**config.mk**
```make
export PLATFORM = sky130hd
export DESIGN_NAME = dtcm_arb
export DESIGN_NICKNAME = d
export VERILOG_FILES = /design/src/rtl/dtcm_arb.sv
export SDC_FILE = /design/constraint.sdc
export NUM_CORES = 1
export LEC_CHECK = 0
export ABC_AREA = 1
export BUFFER_PORTS_ARGS = -buffer_cell sky130_fd_sc_hd__buf_2
export CAP_MARGIN = 10
export CORE_AREA = 2 2 104 106
export CTS_CLUSTER_SIZE = 40
export DETAILED_ROUTE_END_ITERATION = 10
export DIE_AREA = 0 0 106 108
export GPL_TIMING_DRIVEN = 0
export PLACE_DENSITY = 0.53
export SLEW_MARGIN = 20
export SYNTH_ARGS = -nofsm -noshare
export SYNTH_HDL_FRONTEND = slang
export SYNTH_SLANG_ARGS = --single-unit
```
**constraint.sdc**
```tcl
create_clock -name clk -period 4.5 [get_ports clk]
set_clock_uncertainty 0.1 [all_clocks]
set_input_delay 0.225 -clock clk [delete_from_list [all_inputs] [get_ports clk]]
set_output_delay 0.225 -clock clk [all_outputs]
set_load 0.005 [all_outputs]
```
**src/rtl/dtcm_arb.sv**
```systemverilog
// Two-port round-robin arbiter for the DTCM: LSU is port 0 and the external/debug master is port 1.
// An in-order FIFO of source IDs steers each DTCM response back to the master that issued the command.

module dtcm_arb_port #(
  parameter int DW      = 32,
  parameter int PORT_ID = 0
) (
  input  logic          win_id,
  input  logic          cmd_go,
  input  logic          head_id,
  input  logic          rsp_live,
  input  logic [DW-1:0] rsp_rdata_in,
  input  logic          rsp_ready_in,
  output logic          cmd_ready,
  output logic          rsp_valid,
  output logic [DW-1:0] rsp_rdata,
  output logic          sel_rsp_ready
);
  logic is_win, is_head;

  assign is_win        = (win_id == 1'(PORT_ID));
  assign is_head       = (head_id == 1'(PORT_ID));
  assign cmd_ready     = cmd_go & is_win;
  assign rsp_valid     = rsp_live & is_head;
  assign rsp_rdata     = rsp_valid ? rsp_rdata_in : '0;
  assign sel_rsp_ready = rsp_ready_in & is_head;
endmodule

module dtcm_arb #(
  parameter int AW         = 16,
  parameter int DW         = 32,
  parameter int OUTS_DEPTH = 2
) (
  input  logic            clk,
  input  logic            rst_n,
  input  logic            lsu_cmd_valid,
  output logic            lsu_cmd_ready,
  input  logic            lsu_cmd_read,
  input  logic [AW-1:0]   lsu_cmd_addr,
  input  logic [DW-1:0]   lsu_cmd_wdata,
  input  logic [DW/8-1:0] lsu_cmd_wmask,
  output logic            lsu_rsp_valid,
  input  logic            lsu_rsp_ready,
  output logic [DW-1:0]   lsu_rsp_rdata,
  input  logic            ext_cmd_valid,
  output logic            ext_cmd_ready,
  input  logic            ext_cmd_read,
  input  logic [AW-1:0]   ext_cmd_addr,
  input  logic [DW-1:0]   ext_cmd_wdata,
  input  logic [DW/8-1:0] ext_cmd_wmask,
  output logic            ext_rsp_valid,
  input  logic            ext_rsp_ready,
  output logic [DW-1:0]   ext_rsp_rdata,
  output logic            dtcm_cmd_valid,
  input  logic            dtcm_cmd_ready,
  output logic            dtcm_cmd_read,
  output logic [AW-1:0]   dtcm_cmd_addr,
  output logic [DW-1:0]   dtcm_cmd_wdata,
  output logic [DW/8-1:0] dtcm_cmd_wmask,
  input  logic            dtcm_rsp_valid,
  output logic            dtcm_rsp_ready,
  input  logic [DW-1:0]   dtcm_rsp_rdata,
  output logic            err_orphan_rsp
);
  localparam int MW = DW / 8;
  localparam int PW = $clog2(OUTS_DEPTH);
  localparam int CW = PW + 1;

  typedef struct packed {
    logic          read;
    logic [AW-1:0] addr;
    logic [DW-1:0] wdata;
    logic [MW-1:0] wmask;
  } cmd_t;

  cmd_t [1:0]         cmd_in;
  cmd_t               win_cmd;
  logic [1:0]         cmd_v, cmd_rdy, rsp_rdy_in, rsp_v, sel_rsp_rdy;
  logic [1:0][DW-1:0] rsp_rd;

  logic [OUTS_DEPTH-1:0] id_q, id_d;
  logic [PW-1:0]         wr_ptr_q, wr_ptr_d, rd_ptr_q, rd_ptr_d;
  logic [CW-1:0]         cnt_q, cnt_d;
  logic                  last_gnt_q, last_gnt_d;
  logic                  err_q, err_d;

  logic full, empty, any_v, win, cmd_go, push, pop, head_id, rsp_live;

  assign cmd_in[0]  = {lsu_cmd_read, lsu_cmd_addr, lsu_cmd_wdata, lsu_cmd_wmask};
  assign cmd_in[1]  = {ext_cmd_read, ext_cmd_addr, ext_cmd_wdata, ext_cmd_wmask};
  assign cmd_v      = {ext_cmd_valid, lsu_cmd_valid};
  assign rsp_rdy_in = {ext_rsp_ready, lsu_rsp_ready};

  // Full is taken from the registered count, so a pop never frees a slot for a same-cycle push.
  assign full  = (cnt_q == CW'(OUTS_DEPTH));
  assign empty = (cnt_q == '0);
  assign any_v = |cmd_v;

  always_comb begin
    win = 1'b0;
    if (&cmd_v)       win = ~last_gnt_q;
    else if (cmd_v[1]) win = 1'b1;
  end

  assign win_cmd        = cmd_in[win];
  assign cmd_go         = any_v & ~full & dtcm_cmd_ready;
  assign dtcm_cmd_valid = any_v & ~full;
  assign dtcm_cmd_read  = win_cmd.read;
  assign dtcm_cmd_addr  = win_cmd.addr;
  assign dtcm_cmd_wdata = win_cmd.wdata;
  assign dtcm_cmd_wmask = win_cmd.wmask;
  assign push           = dtcm_cmd_valid & dtcm_cmd_ready;

  assign head_id        = id_q[rd_ptr_q];
  assign rsp_live       = dtcm_rsp_valid & ~empty;
  assign dtcm_rsp_ready = ~empty & (|sel_rsp_rdy);
  assign pop            = dtcm_rsp_valid & dtcm_rsp_ready;

  for (genvar g = 0; g < 2; g++) begin : g_port
    dtcm_arb_port #(.DW(DW), .PORT_ID(g)) u_port (
      .win_id        (win),
      .cmd_go        (cmd_go),
      .head_id       (head_id),
      .rsp_live      (rsp_live),
      .rsp_rdata_in  (dtcm_rsp_rdata),
      .rsp_ready_in  (rsp_rdy_in[g]),
      .cmd_ready     (cmd_rdy[g]),
      .rsp_valid     (rsp_v[g]),
      .rsp_rdata     (rsp_rd[g]),
      .sel_rsp_ready (sel_rsp_rdy[g])
    );
  end

  assign lsu_cmd_ready  = cmd_rdy[0];
  assign ext_cmd_ready  = cmd_rdy[1];
  assign lsu_rsp_valid  = rsp_v[0];
  assign ext_rsp_valid  = rsp_v[1];
  assign lsu_rsp_rdata  = rsp_rd[0];
  assign ext_rsp_rdata  = rsp_rd[1];
  assign err_orphan_rsp = err_q;

  always_comb begin
    id_d       = id_q;
    wr_ptr_d   = wr_ptr_q;
    rd_ptr_d   = rd_ptr_q;
    last_gnt_d = last_gnt_q;
    cnt_d      = cnt_q + CW'(push) - CW'(pop);
    err_d      = err_q | (dtcm_rsp_valid & empty);
    if (push) begin
      id_d[wr_ptr_q] = win;
      wr_ptr_d       = wr_ptr_q + PW'(1);
      last_gnt_d     = win;
    end
    if (pop) rd_ptr_d = rd_ptr_q + PW'(1);
  end

  always_ff @(posedge clk) begin
    if (!rst_n) begin
      id_q       <= '0;
      wr_ptr_q   <= '0;
      rd_ptr_q   <= '0;
      cnt_q      <= '0;
      last_gnt_q <= 1'b1;
      err_q      <= 1'b0;
    end else begin
      id_q       <= id_d;
      wr_ptr_q   <= wr_ptr_d;
      rd_ptr_q   <= rd_ptr_d;
      cnt_q      <= cnt_d;
      last_gnt_q <= last_gnt_d;
      err_q      <= err_d;
    end
  end
endmodule

```
==> results.md, run 1 <==
- Status: complete, no violations
- Top Ports: 270
- Placed Cells: between 700 and 800
- Worst Hold Launch: dtcm_rsp_valid
- Crit path buffers/inverters: 2
- Crit path DAT: 1920 ps
- Wirelength, routed: ~8500 um
- Net switching power: 0.280 mW
- Crit end category: flop
- Combinational fraction of design power: a little under three quarters
- CTS Sinks: 8
- Max-cap viol count: 0
- Final worst path period share: 41.3%
- Routed vias: approximately 2.9k
- Top post-synthesis cells by area: nand2_1 41%, nor2_1 12%, inv_1 12%
- Crit path cell chain: inv_1 -> nand2_1 -> nand3_1 -> ha_1 -> inv_1 -> ha_1 -> xnor2_1 -> o21ai_0 -> a21oi_1
- Worst-path maximum fanout: 7
- Antenna-violating nets left: 0
- CP required: ~4600 ps
- Root Driver: clkbuf_8
- DR DRC count: 0
- CP startpoint kind: flop
- Pin count of the biggest net entering global routing: 11
- Nets: 765
- H-tree levels: 1
- Internal: approximately 0.35 mW
- Gr ovfl total: 0
- PD cells: about 200 nW/um^2
- Initial antenna violation count: 1
- Post-Layout Cell Count: 752
- CTS Buffer Depth: 2
- Syn_area_per_cell: approximately 4.6 sq um
- Post-CTS setup buffer count: 0
- Die ar.: 11400 sq um
- Cell taking the most area after synthesis: nand2_1
- DP Wirelength: approximately 7600 um
- Slowest cell on crit path: ha_1
- Sw Ratio: 44.6%
- Worst Max-Slew Pin Slew: 347 ps
- Yosys warns: 0
- Max VDD drop: ~0.1 mV
- Area growth, synth to finish: 98.2%
- Routed len/inst: 11.3 um
- Max Slew Vio Count: 0
- CP top delay family: adder cells
- Core Region: 10200 sq um
- Core Rows: 37
- Clock Power Share: 13.5%
- Critical Path Max Stage Delay: 370 ps
- Clk pin slew, worst setup/hold paths: 40 ps
- Worst-skew pair later-pin latency: between 200 and 250 ps
- Leak: 2.31 nW
- Die W: 106 um
- CTS resizes: 0
- Sequential share of power: 15.4%
- Final hold vios: 0
- Synth cell types: 21
- Max_slew headroom: 76.9%
- Gpl congestion: 0.820
- Port bufs: 269
- Layout cells sized above 1: 51.1%
- CTS buffer count: 3
- Initial DRC Count: 163
- Setup TNS: 0 ps
- Worst Hold Class: in -> reg
- Cells after synthesis: 343
- Setup CP Type: reg -> reg
- First-pass GRT wire length: 12800 um
- Post-DR vias/cell: 3.87
- Vias in the first global route: 2832
- Cell area after synthesis: 1590 sq um
- Final min period: 1860 ps
- Synth Register Bits: 8
- Crit. Startpoint: cnt_q[0]
- RSZ-0062 raised after global routing: false
- Share of the synthesized area in the top cell type: around two fifths
- Register area share after synthesis: 10.1%
- Synthesized Nets: 491
- TritonCTS clock tree: yes
- Fmax: 538 MHz
- Hold Buf Count CTS: 0
- Final Setup Violations: 0
- GRT Total Usage: 13.5%
- DIE HEIGHT: 108 um
- FF-to-FF Start: cnt_q[0]
- Drt pass-1 iters: 4
- Initial Util: about 16%
-- per-layer routing --
metal  part of all wire, %  track usage, %
met5                     0               0
met4                   1.5            3.01
met3                   9.1            1.99
met2                    51            27.6
met1                    38            14.6
-- per-stage QoR --
| stage | hold WS, ps | power (mW) | setup WS, ps | utilization, % | instance area [sq um] |
|---|---|---|---|---|---|
| after floorplan | 210 | 0.331 | 2770 | - | 1590 |
| after global placement | 351 | 0.549 | 2620 | 30.4 | 3110 |
| after detailed placement | 360 | 0.552 | 2570 | 30.4 | 3110 |
| after CTS | 148 | 0.642 | 2580 | 30.8 | 3150 |
| after global routing | 164 | 0.697 | 2390 | 30.8 | 3150 |
| final | 151 | 0.628 | 2640 | 30.8 | 3150 |
-- final cells by class --
class	count	area (sq um)
fill	1182	7080
clock buffer	3	41.3
timing repair buffer	269	1350
tap	136	170
inverter	50	188
multi-input combinational	268	1130
sequential	8	160
antenna	1	2.50
buffer	17	110
-- worst register-to-register path: stages (launching register included) --
cell	delay, ps
dfxtp_1	360
inv_1	50
nand2_1	80
nand3_1	240
ha_1	370
inv_1	40
ha_1	180
xnor2_1	180
o21ai_0	90
a21oi_1	110
-- state kept, by name (all words and copies together) (netlist names) --
name	count
cnt_q	2
rd_ptr_q	1
last_gnt_q	1
wr_ptr_q	1
err_orphan_rsp	1
id_q	2
-- synth_stat cells --
library cell / n
ha_1: 2
inv_1: 49
nand3_4: 1
buf_2: 10
buf_6: 3
a21oi_1: 3
nand2_2: 2
and2_1: 1
o21bai_1: 1
dfxtp_1: 8
nor2_2: 21
nor2_1: 52
nor2_4: 1
o21ai_0: 2
xnor2_1: 1
nand3_1: 5
clkbuf_1: 1
nand2_1: 174
nand4_1: 2
buf_4: 3
inv_2: 1
-- power groups by stage --
stage	Clock, mW	Combinational (mW)	Sequential, mW
after floorplan	0	0.235	0.0960
after global placement	0	0.451	0.0974
after detailed placement	0	0.454	0.0980
after CTS	0.0885	0.456	0.0970
after global routing	0.0927	0.505	0.0991
final	0.0849	0.447	0.0967
-- cells in the final DEF, fill, tap and decap left out, types with 3 or more instances in the layout --
| cell type | synthesis | final |
|---|---|---|
| a21oi_1 | 3 | 3 |
| buf_2 | 10 | 279 |
| nor2_1 | 52 | 52 |
| inv_1 | 49 | 49 |
| nor2_2 | 21 | 21 |
| buf_4 | 3 | 3 |
| nand3_1 | 5 | 5 |
| clkbuf_8 | 0 | 3 |
| dfxtp_1 | 8 | 8 |
| buf_6 | 3 | 3 |
| nand2_1 | 174 | 174 |
-- cells by family after synthesis --
logic type                 Yosys count  synth area share, %
adders and majority gates            2                 1.57
DFF                                  8                 10.1
AOI/OAI and AO/OA                    6                 2.05
and+or+nand+nor                    259                 67.0
buffers and inverters               67                 18.7
xor gates and xnor gates             1                0.551
-- worst paths after layout --
check                         to  slack [ps]  depth (start not counted)
setup / recovery        cnt_q[1]        2640                          9
hold / removal    err_orphan_rsp         150                          3
setup reg to reg        cnt_q[1]        2640                          9
hold reg to reg   err_orphan_rsp         370                          2
(Power assumes the default switching activity.)
==> run 2, diff against run 1 <==
- ABC_AREA: 1 -> 0
- PLACE_DENSITY: 0.53 -> 0.55
- clock period: 4.5 -> 1.55 ns (I/O delays scaled with it)
==> run 2 against run 1 <==
  * The flow now finishes with violations (negative setup slack)
  * Total power rose to 4.1 times the previous value
  * Synthesized area down 1.1%
  * Via count down 12%
  * Worst hold slack worse by 100 ps
  * Largest cell class unchanged
  * Largest power group unchanged
==> results.md, run 2 <==
- Status: complete, but fails checks
- Failing checks: negative setup slack
- Cell taking the most area after synthesis: mux2_2
- Reg-to-reg slack, setup: -370 ps (-3020 ps)
- Crit path cell chain: nor2b_4 -> or3_4 -> ha_4 -> inv_2 -> ha_4 -> xnor2_2 -> xnor2_1 -> and2_1
- Hold Buf Count CTS: 0 (unchanged)
- Worst-path maximum fanout: 2 (-5)
- Cells after synthesis: 181 (-47%)
- Max Slew Vio Count: 0 (unchanged)
- CTS Buffer Depth: 2 (unchanged)
- Initial Util: 15.4% (-0.17 points)
- Number of synthesized flops with an enable pin: 0 (unchanged)
- Final hold vios: 0 (unchanged)
- Placed Cells: 585 (-22%)
- Worst slack at placement: -536 ps (-3100 ps)
- Worst Hold Path Cells: 3 (unchanged)
- Share of flip-flops with an asynchronous set or reset: 0% (unchanged)
- Critical Path Max Stage Delay: 410 ps (+40 ps)
- DR DRC count: 0 (unchanged)
- PD cells: 607 nW/um^2 (+200%)
- Routed vias: 2554 (-12%)
- Sequential share of power: 12.9% (-2.5 points)
- Gpl congestion: 0.827 (+0.84%)
- Register area share after synthesis: 10.2% (+0.11 points)
- Fmax: 520 MHz (-3.4%)
- Post-DR vias/cell: 4.13 (+6.9%)
- Met3 routed WL: 820 um (+5.7%)
- First-pass GRT wire length: 13100 um (+2.5%)
- Root Driver: clkbuf_8
- Met2 routed WL: 4700 um (+7.6%)
- Commonest non-fill, non-tap cells in the layout: 206 x buf_2, 75 x buf_6, 47 x and2_1, 43 x mux2_4, 19 x and2_4
- Internal: 1.69 mW (+380%)
- RSZ-0062 raised after global routing: true
- Setup TNS: -21930 ps (-21930 ps)
- Synth Register Bits: 8 (unchanged)
- Core Rows: 37 (unchanged)
- Drt pass-1 iters: 4 (unchanged)
- Antenna-violating nets left: 0 (unchanged)
- Met1 WL: 3330 um (+2.8%)
- Top Ports: 270 (unchanged)
- Top FF cell, synth: dfxtp_1
- Die W: 106 um (unchanged)
- Area growth, synth to finish: 169%
- H-tree levels: 1 (unchanged)
- Commonest non-fill, non-tap cell in the layout: buf_2
- TritonCTS clock tree: yes
- Clock Power Share: 9.8% (-3.7 points)
- Reg2Reg Depth: 8 (-1)
- Worst-skew pair later-pin latency: 230 ps (about the same)
- Routed len/inst: 14.6 um (+29%)
- CTS buffer count: 3 (unchanged)
- Top post-synthesis cells by area: mux2_2 38%, and2_1 26%, dfxtp_1 10%
- Wirelength, routed: 9010 um (+5.9%)
- Core Region: 10200 sq um (unchanged)
- Gr ovfl total: 0 (unchanged)
- Max VDD drop: 0.326 mV (+230%)
- Port bufs: 268 (-0.37%)
- Slowest cell on crit path: or3_4
- Layout cells sized above 1: 83.1% (+32 points)
- Crit end category: flop
- CTS Sinks: 8 (unchanged)
- Die ar.: 11400 sq um (unchanged)
- Leak: 2.33 nW (+1.1%)
- Cell area after synthesis: 1570 sq um (-1.1%)
- CP required: 1570 ps (-2990 ps)
- Nets: 629 (-18%)
- WHS: 48.3 ps (-103 ps)
- Top Registers: cnt_q (2), id_q (2)
- Worst Hold Class: in -> reg
- Syn_area_per_cell: 8.68 sq um (+87%)
- Max-cap viol count: 0 (unchanged)
- Yosys warns: 0 (unchanged)
- Clk pin slew, worst setup/hold paths: 40 ps (about the same)
- CP startpoint kind: flop
- Synthesized Nets: 329 (-33%)
- DIE HEIGHT: 108 um (unchanged)
- Initial antenna violation count: 3 (+2)
- DP Wirelength: 6730 um (-11%)
- Synth cell types: 32 (+52%)
- Worst Max-Slew Pin Slew: 537 ps (+190 ps)
- Initial DRC Count: 91 (-44%)
- Net switching power: 0.885 mW (+220%)
- Max_slew headroom: 63.8% (-13 points)
- Share of the synthesized area in the top cell type: 38.0% (-3.1 points)
- Pin count of the biggest net entering global routing: 11 (unchanged)
- Final Setup Violations: 120 (+120)
- Crit path DAT: 1940 ps (+20 ps)
- Final min period: 1920 ps (+65.8 ps)
- CP most frequent cell: ha_4
- Dominant cell by count in the synthesized netlist: and2_1
- Sw Ratio: 34.4% (-10 points)
- GRT Total Usage: 14.2% (+0.66 points)
- Vias in the first global route: 2621 (-7.5%)
- Top post-synthesis cells by count: 66 x and2_1, 53 x mux2_2, 8 x dfxtp_1
- Post-Layout Cell Count: 618 (-18%)
- Setup CP Type: reg -> reg
- Final worst path period share: 124% (+83 points)
- Worst setup margin: -373 ps (-3020 ps)
- Combinational fraction of design power: 77.3% (+6.2 points)
- Max layer used: met4
## run 2: repair_timing
action,in CTS,in global routing
setup buffers,21,1
gates resized for setup,166,13
pin swaps,34,3
cloned,7,0
setup endpoints to repair,119,124
## run 2: worst max-delay path: cells and delay by family, from the launching register on
kind	cells	cell delay [ps]
AND/OR/NAND/NOR	3	670
XOR/XNOR	2	250
flip-flops	1	330
adder cells (fa/ha/maj)	2	430
buffers and inverters	1	40
## run 2: cell type report
| type | instances | area (sq um) |
|---|---|---|
| fillers | 1016 | 6000 |
| repair buffers | 296 | 2090 |
| multi-input cells | 157 | 1590 |
| flip-flops and latches | 8 | 173 |
| well taps | 136 | 170 |
| plain buffers | 12 | 146 |
| clock buffers | 3 | 41.3 |
| inverters | 3 | 11.3 |
| diodes | 3 | 7.51 |
## run 2: layer usage
layer | vias up | track usage (%)
met1 | 1149 | 15.0
met3 | 12 | 3.50
li1 | 1214 | -
met5 | - | 0
met2 | 179 | 28.0
met4 | 0 | 3.76
## run 2: worst paths after layout
| path | startpoint | to |
|---|---|---|
| max reg2reg | cnt_q[1] | cnt_q[1] |
| min reg2reg | err_orphan_rsp | err_orphan_rsp |
| max | cnt_q[1] | cnt_q[1] |
| min | dtcm_rsp_valid | err_orphan_rsp |
## run 2: through the flow
stage | total power, mW | instance area, sq um | utilization, %
3_5_place_dp | 1.66 | 3100 | 30.3
2_1_floorplan | 1.04 | 1580 | -
4_1_cts | 2.57 | 4200 | 41.0
5_1_grt | 2.76 | 4230 | 41.4
6_report | 2.57 | 4230 | 41.4
3_3_place_gp | 1.65 | 3100 | 30.3
## run 2: power groups by stage
stage               Clock, mW  Sequential [mW]  Combinational, mW
finish                  0.253            0.332               1.99
global route            0.274            0.341               2.15
CTS                     0.258            0.331               1.98
detailed placement          0            0.332               1.33
global placement            0            0.327               1.32
floorplan                   0            0.318              0.723
## run 2: cells by family after synthesis
kind of cell | share of synthesized area, %
xor gates and xnor gates | 1.11
AOI/OAI and AO/OA | 4.14
muxes | 42.0
and+or+nand+nor | 33.2
DFF | 10.2
adders and majority gates | 1.59
buffers and inverters | 7.72
